## src/rtl/cmip_pluse_sched.sv

```systemverilog
// cmip_pluse_sched: multi-channel trigger-to-pulse scheduler.
// A synchronized trigger edge latches a shadow config snapshot and runs one
// shared timebase; each channel pulses for hold cycles starting dly cycles in.
module cmip_pluse_sched #(
  parameter int CH_NUM  = 4,
  parameter int DLY_WD  = 16,
  parameter int HOLD_WD = 8,
  parameter int CH_WD   = (CH_NUM > 1) ? $clog2(CH_NUM) : 1
) (
  input  logic               i_clk,
  input  logic               i_rst,
  input  logic               i_enable,
  input  logic               i_trig,
  input  logic               i_cfg_we,
  input  logic [CH_WD-1:0]   i_cfg_ch,
  input  logic [DLY_WD-1:0]  i_cfg_dly,
  input  logic [HOLD_WD-1:0] i_cfg_hold,
  output logic [CH_NUM-1:0]  o_pluse,
  output logic               o_busy,
  output logic               o_done,
  output logic               o_trig_miss
);

  // One extra bit so dly + hold never wraps.
  localparam int END_WD = DLY_WD + 1;

  typedef enum logic [1:0] {
    ST_IDLE,
    ST_RUN,
    ST_DONE
  } state_t;

  state_t              state_q, state_d;
  logic                trig_d1_q, trig_d2_q;
  logic                trig_pos;
  logic [END_WD-1:0]   tcnt_q, tcnt_d;
  logic [END_WD-1:0]   max_end_q, max_end_d;
  logic [CH_NUM-1:0]   pluse_q, pluse_d;
  logic                busy_q, busy_d;
  logic                done_q, done_d;
  logic                miss_q, miss_d;

  logic [DLY_WD-1:0]   shadow_dly_q  [CH_NUM];
  logic [DLY_WD-1:0]   shadow_dly_d  [CH_NUM];
  logic [HOLD_WD-1:0]  shadow_hold_q [CH_NUM];
  logic [HOLD_WD-1:0]  shadow_hold_d [CH_NUM];
  logic [DLY_WD-1:0]   act_dly_q     [CH_NUM];
  logic [DLY_WD-1:0]   act_dly_d     [CH_NUM];
  logic [HOLD_WD-1:0]  act_hold_q    [CH_NUM];
  logic [HOLD_WD-1:0]  act_hold_d    [CH_NUM];
  logic [END_WD-1:0]   act_end_q     [CH_NUM];
  logic [END_WD-1:0]   act_end_d     [CH_NUM];

  logic [END_WD-1:0]   shadow_end    [CH_NUM];
  logic [END_WD-1:0]   shadow_max;
  logic [CH_NUM-1:0]   pluse_act;

  assign trig_pos = trig_d1_q & ~trig_d2_q;

  // End time of each shadow entry; disabled channels contribute 0 so an
  // all-disabled config yields max_end of 0.
  always_comb begin
    shadow_max = '0;
    for (int c = 0; c < CH_NUM; c++) begin
      if (shadow_hold_q[c] != '0) begin
        shadow_end[c] = {1'b0, shadow_dly_q[c]} + END_WD'(shadow_hold_q[c]);
      end else begin
        shadow_end[c] = '0;
      end
      if (shadow_end[c] > shadow_max) begin
        shadow_max = shadow_end[c];
      end
    end
  end

  // Per-channel window test against the shared timebase.
  always_comb begin
    pluse_act = '0;
    for (int c = 0; c < CH_NUM; c++) begin
      pluse_act[c] = (act_hold_q[c] != '0) &&
                     ({1'b0, act_dly_q[c]} <= tcnt_q) &&
                     (tcnt_q < act_end_q[c]);
    end
  end

  // Next-state logic: shadow writes, FSM, timebase and registered outputs.
  always_comb begin
    shadow_dly_d  = shadow_dly_q;
    shadow_hold_d = shadow_hold_q;
    act_dly_d     = act_dly_q;
    act_hold_d    = act_hold_q;
    act_end_d     = act_end_q;
    max_end_d     = max_end_q;
    state_d       = state_q;
    tcnt_d        = tcnt_q;
    pluse_d       = '0;
    miss_d        = 1'b0;
    done_d        = (state_q == ST_DONE);

    for (int c = 0; c < CH_NUM; c++) begin
      if (i_cfg_we && (i_cfg_ch == CH_WD'(c))) begin
        shadow_dly_d[c]  = i_cfg_dly;
        shadow_hold_d[c] = i_cfg_hold;
      end
    end

    case (state_q)
      ST_IDLE: begin
        if (trig_pos && i_enable) begin
          act_dly_d  = shadow_dly_q;
          act_hold_d = shadow_hold_q;
          act_end_d  = shadow_end;
          max_end_d  = shadow_max;
          tcnt_d     = '0;
          state_d    = (shadow_max != '0) ? ST_RUN : ST_DONE;
        end
      end
      ST_RUN: begin
        miss_d = trig_pos;
        if (!i_enable) begin
          state_d = ST_IDLE;
        end else begin
          tcnt_d  = tcnt_q + END_WD'(1);
          pluse_d = pluse_act;
          if (tcnt_q == max_end_q - END_WD'(1)) begin
            state_d = ST_DONE;
          end
        end
      end
      ST_DONE: begin
        miss_d  = trig_pos;
        state_d = ST_IDLE;
      end
      default: begin
        state_d = ST_IDLE;
      end
    endcase

    busy_d = (state_d != ST_IDLE);
  end

  // State and output registers; reset clears config and kills pulses at once.
  always_ff @(posedge i_clk or posedge i_rst) begin
    if (i_rst) begin
      state_q   <= ST_IDLE;
      trig_d1_q <= 1'b0;
      trig_d2_q <= 1'b0;
      tcnt_q    <= '0;
      max_end_q <= '0;
      pluse_q   <= '0;
      busy_q    <= 1'b0;
      done_q    <= 1'b0;
      miss_q    <= 1'b0;
      for (int c = 0; c < CH_NUM; c++) begin
        shadow_dly_q[c]  <= '0;
        shadow_hold_q[c] <= '0;
        act_dly_q[c]     <= '0;
        act_hold_q[c]    <= '0;
        act_end_q[c]     <= '0;
      end
    end else begin
      state_q       <= state_d;
      trig_d1_q     <= i_trig;
      trig_d2_q     <= trig_d1_q;
      tcnt_q        <= tcnt_d;
      max_end_q     <= max_end_d;
      pluse_q       <= pluse_d;
      busy_q        <= busy_d;
      done_q        <= done_d;
      miss_q        <= miss_d;
      shadow_dly_q  <= shadow_dly_d;
      shadow_hold_q <= shadow_hold_d;
      act_dly_q     <= act_dly_d;
      act_hold_q    <= act_hold_d;
      act_end_q     <= act_end_d;
    end
  end

  assign o_pluse     = pluse_q;
  assign o_busy      = busy_q;
  assign o_done      = done_q;
  assign o_trig_miss = miss_q;

endmodule

```

## config.mk

```make
export PLATFORM = sky130hd
export DESIGN_NAME = cmip_pluse_sched
export DESIGN_NICKNAME = d
export VERILOG_FILES = /design/src/rtl/cmip_pluse_sched.sv
export SDC_FILE = /design/constraint.sdc
export NUM_CORES = 1
export LEC_CHECK = 0
export BUFFER_PORTS_ARGS = -buffer_cell sky130_fd_sc_hd__buf_2
export CAP_MARGIN = 20
export CORE_MARGIN = 2
export CORE_UTILIZATION = 64
export CTS_CLUSTER_DIAMETER = 60
export DETAILED_ROUTE_END_ITERATION = 8
export GPL_TIMING_DRIVEN = 0
export HOLD_SLACK_MARGIN = 0.08
export PLACE_DENSITY_LB_ADDON = 0.2
export SLEW_MARGIN = 20
export SYNTH_ARGS = -nofsm -noshare
export SYNTH_HDL_FRONTEND = slang
export SYNTH_SLANG_ARGS = --single-unit
export TNS_END_PERCENT = 10
```

## constraint.sdc

```tcl
create_clock -name i_clk -period 13.1 [get_ports i_clk]
set_input_delay 1.31 -clock i_clk [delete_from_list [all_inputs] [get_ports i_clk]]
set_output_delay 1.31 -clock i_clk [all_outputs]
set_load 0.02 [all_outputs]
```

==> summary.txt <==
Run status
  – Outcome: finished, final reports clean

STA
  – Worst Hold Margin: 0.3754 ns
  – Final period utilization: 0.8445
  – Slack of the critical path: 2.037 ns
  – Maximum achievable frequency: 90.39 MHz
  – Max_slew headroom: 0.2304
  – Hold violation count in the final report: 0
  – Slew @ Worst Pin: 1.154 ns
  – Time the worst path needs with I/O delays and setup: 11.06 ns
  – Largest clock skew in the final design: 0.02619 ns
  – Setup repair after global routing missed its margin: false
  – Final setup TNS: 0 ns
  – Final Max Tran Viols: 0
  – Setup violations, final: 0

Route
  – DRC violation total after the first TritonRoute iteration: 1271
  – Routed WL per cell: 23.95 um
  – Number of remaining DRC errors: 0
  – Pre-antenna DRT Iters: 5
  – Wire length after detailed routing: 62650 um
  – Ratio of routed vias to standard cells: 6.419
  – Count of antenna-violating nets left after detailed routing: 0
  – Routed vias: 16790

Global routing
  – Tot GR Track Use: 0.4045
  – Antenna violations before repair: 0
  – Via count of the first global-routing pass: 16170
  – Maximum number of pins on one net before global-route repair: 96
  – Global-route wire length before repair: 94260 um
  – Final global-route overflow total: 0

Place
  – Placement Setup Slack: 2.348 ns
  – Post-Place Cell Area: 19960 sq um
  – Final weighted congestion of routability-driven global placement: 0.9799
  – Placed instance count: 2548
  – Input/output buffers: 37
  – Placed wire-length estimate after detailed placement: 48830 um

Floorplan
  – Height of the die: 177.2 um
  – Core footprint: 29560 sq um
  – Initial cell density of the core: 0.6494
  – Horizontal die dimension: 177.2 um
  – Number of standard-cell rows in the floorplan: 63
  – Top-level I/O count: 38
  – DIE AREA: 31390 sq um

Logic synthesis
  – Count of warnings emitted by yosys: 0
  – Net count after synthesis: 2369
  – Largest family of logic cells by synthesized area: simple AND/OR/NAND/NOR gates
  – Commonest register cell after synthesis: dfrtp_1
  – Post-Synthesis Cell Area: 19190 sq um
  – Count of state elements after synthesis: 305
  – Basic-gate share of the synthesized area counting and, or, nand and nor cells: 0.1830
  – Number of enable flip-flop cells after synthesis: 0
  – Xor and xnor area share after synthesis: 0.03148
  – Synthesized netlist cell count: 2118
  – Fraction of synthesized area in multiplexers: 0.06492
  – Arithmetic-cell share of the synthesized area counting full adders, half adders and majority gates: 0.1450
  – Distinct cells, synth: 68
  – Sequential fraction of the synthesis area: 0.3976
  – Fraction of the mapped netlist area in compound gates: 0.1417
  – Async set-or-reset flop fraction in the synthesized netlist: 1.000
  – Avg Inst Size Synth: 9.063 sq um

Critical path
  – Arrival time of data at the critical path endpoint: 11.49 ns
  – Standard cell with the maximum stage delay on the critical path: o21ai_1
  – Required time at the worst-slack endpoint: 13.53 ns
  – WS Path Type: reg2reg
  – Buf/Inv on CP: 5
  – Type of origin of the critical path: flip-flop
  – Max stage delay on crit path: 0.63 ns
  – Kind of capture point of the worst setup path: flip-flop
  – Top Family by Delay on Critical Path: compound AO/OA/AOI/OAI gates
  – Maximum fanout count along the critical path: 10
  – Cell with the most instances on the worst path: o21ai_0

Worst hold path
  – Kind of path behind the tightest hold check: reg2reg

CTS
  – TritonCTS clock tree: built
  – Reg clk slew, reported paths: 0.06 ns
  – Number of buffers inserted during clock tree synthesis: 37
  – Number of buffers on the longest clock path: 3
  – Post-CTS Setup Bufs: 0
  – Hold_buf cts: 0
  – Clock network latency to the later pin of the worst-skew pair: 0.54 ns
  – Buffer type at the clock tree root: clkbuf_16
  – Post-CTS resize count: 0
  – Num Clock Sinks: 305
  – CTS H-tree lvls: 2

Final layout
  – Leading cell type in the layout, fill and taps excluded: nand2_1
  – Commonest cells after routing, fill and taps aside: nand2_1 (469), dfrtp_1 (305), ha_1 (216), o21ai_0 (164), inv_1 (111)
  – ANT cells: 0
  – Final non-filler cell total: 2616
  – Final core utilization: 0.7193
  – Area of all placed cells without fillers: 21260 sq um
  – Synth-to-layout area growth: 10.77%
  – Layout cells sized above 1: 0.1006
  – Layout Nets: 2448

Pwr
  – Maximum vdd ir drop: 0.0001511 V
  – Reported leakage power: 10.21 nW
  – PnR Total Power: 5.296 mW
  – Power density over the cells: 249.1 nW/um^2

Run
  – Maxcap violations: 0
[sequential cells by signal, summed over array words and instances, names as in the netlist]
name           cells
act_dly_q         64
act_end_q         68
state_q            2
act_hold_q        32
trig_d2_q          1
o_busy             1
trig_d1_q          1
o_pluse            4
shadow_dly_q      64
o_trig_miss        1
o_done             1
tcnt_q            17
max_end_q         17
shadow_hold_q     32
[path summary, 6_finish.rpt]
kind | slack [ns] | cells after the start | to | startpoint
min | 0.38 | 0 | trig_d2_q | trig_d1_q
min reg2reg | 0.38 | 0 | trig_d2_q | trig_d1_q
max reg2reg | 2.04 | 34 | state_q[0] | shadow_dly_q[34]
max in group asynchronous | 11.07 | 4 | act_end_q[59] | i_rst
min in group asynchronous | 0.80 | 2 | act_dly_q[45] | i_rst
max | 2.04 | 34 | state_q[0] | shadow_dly_q[34]
[kinds of logic (layout without fill, tap and decap cells)]
kind of cell / Yosys count / in the layout
adders and majority gates: 220 / 220
xor gates and xnor gates: 69 / 69
and+or+nand+nor: 787 / 787
DFF: 305 / 305
buffers and inverters: 184 / 292
AOI/OAI and AO/OA: 441 / 441
muxes: 112 / 112
[synthesized netlist by cell type, types with 3 or more instances]
cell         n  area, sq um
nand3_1     33        165.2
nand2_1    469         1760
a21o_1      44        330.3
and3_1      11        68.82
nor2_1      97        364.1
o21bai_1     7        52.55
nand2b_1    16        100.1
o2111ai_1    3        26.28
mux2i_1     12        120.1
o21ai_0    164        820.8
dfrtp_1    305         7632
and2_1      17        106.4
mux2_2     100         1126
nand3b_1     3        22.52
xnor2_1     39        341.6
or2_2        3        18.77
inv_1      112        420.4
xor2_1      30        262.8
a211oi_1    31        232.7
or3_1       11        68.82
o22ai_1      7        43.79
a2111oi_0    3        26.28
a21oi_1    100        500.5
or3_2        3        22.52
fa_1         4        80.08
nor3_1      21        105.1
ha_1       216         2703
nor2b_1     20        125.1
nor3b_1      4        30.03
a31oi_1      8        50.05
nand4_1     34        212.7
and4_1      10        87.58
clkbuf_1    68        255.2
o211ai_1    14        105.1
nor4_1      25        156.4
a221oi_1     6        52.55
o21a_1      28        210.2
or4_1        4        30.03
[per-layer routing]
layer	GRT usage	up-vias	wire, um
met4	0.2665	0	4865
met5	0	-	0
met1	0.5174	8203	24510
met2	0.6402	801	28370
met3	0.06035	210	4907
li1	-	7579	-
[power by group]
| part | switching [mW] | internal [mW] |
|---|---|---|
| Combinational | 1.64 | 1.01 |
| Clock | 0.432 | 0.654 |
| Sequential | 0.294 | 1.27 |
| Total | 2.36 | 2.93 |
[worst register-to-register path, delay by kind of cell (launching register included)]
kind / cells / cell delay, ns
AO/OA/AOI/OAI: 17 / 5.35
adder cells (fa/ha/maj): 4 / 1.34
flip-flops: 1 / 0.46
AND/OR/NAND/NOR: 8 / 1.89
buffers and inverters: 5 / 1.91
[cell type report]
cell class                 instances  area, sq um
multi-input combinational       1629        10870
clock buffer                      50         1056
sequential                       305         7632
buffer                            72        275.3
tap                              390        488.0
fill                            2292         8298
clock inverter                    18        247.7
inverter                         112        427.9
timing repair buffer              40        267.8
No activity file was read; power rests on OpenSTA's default activity.
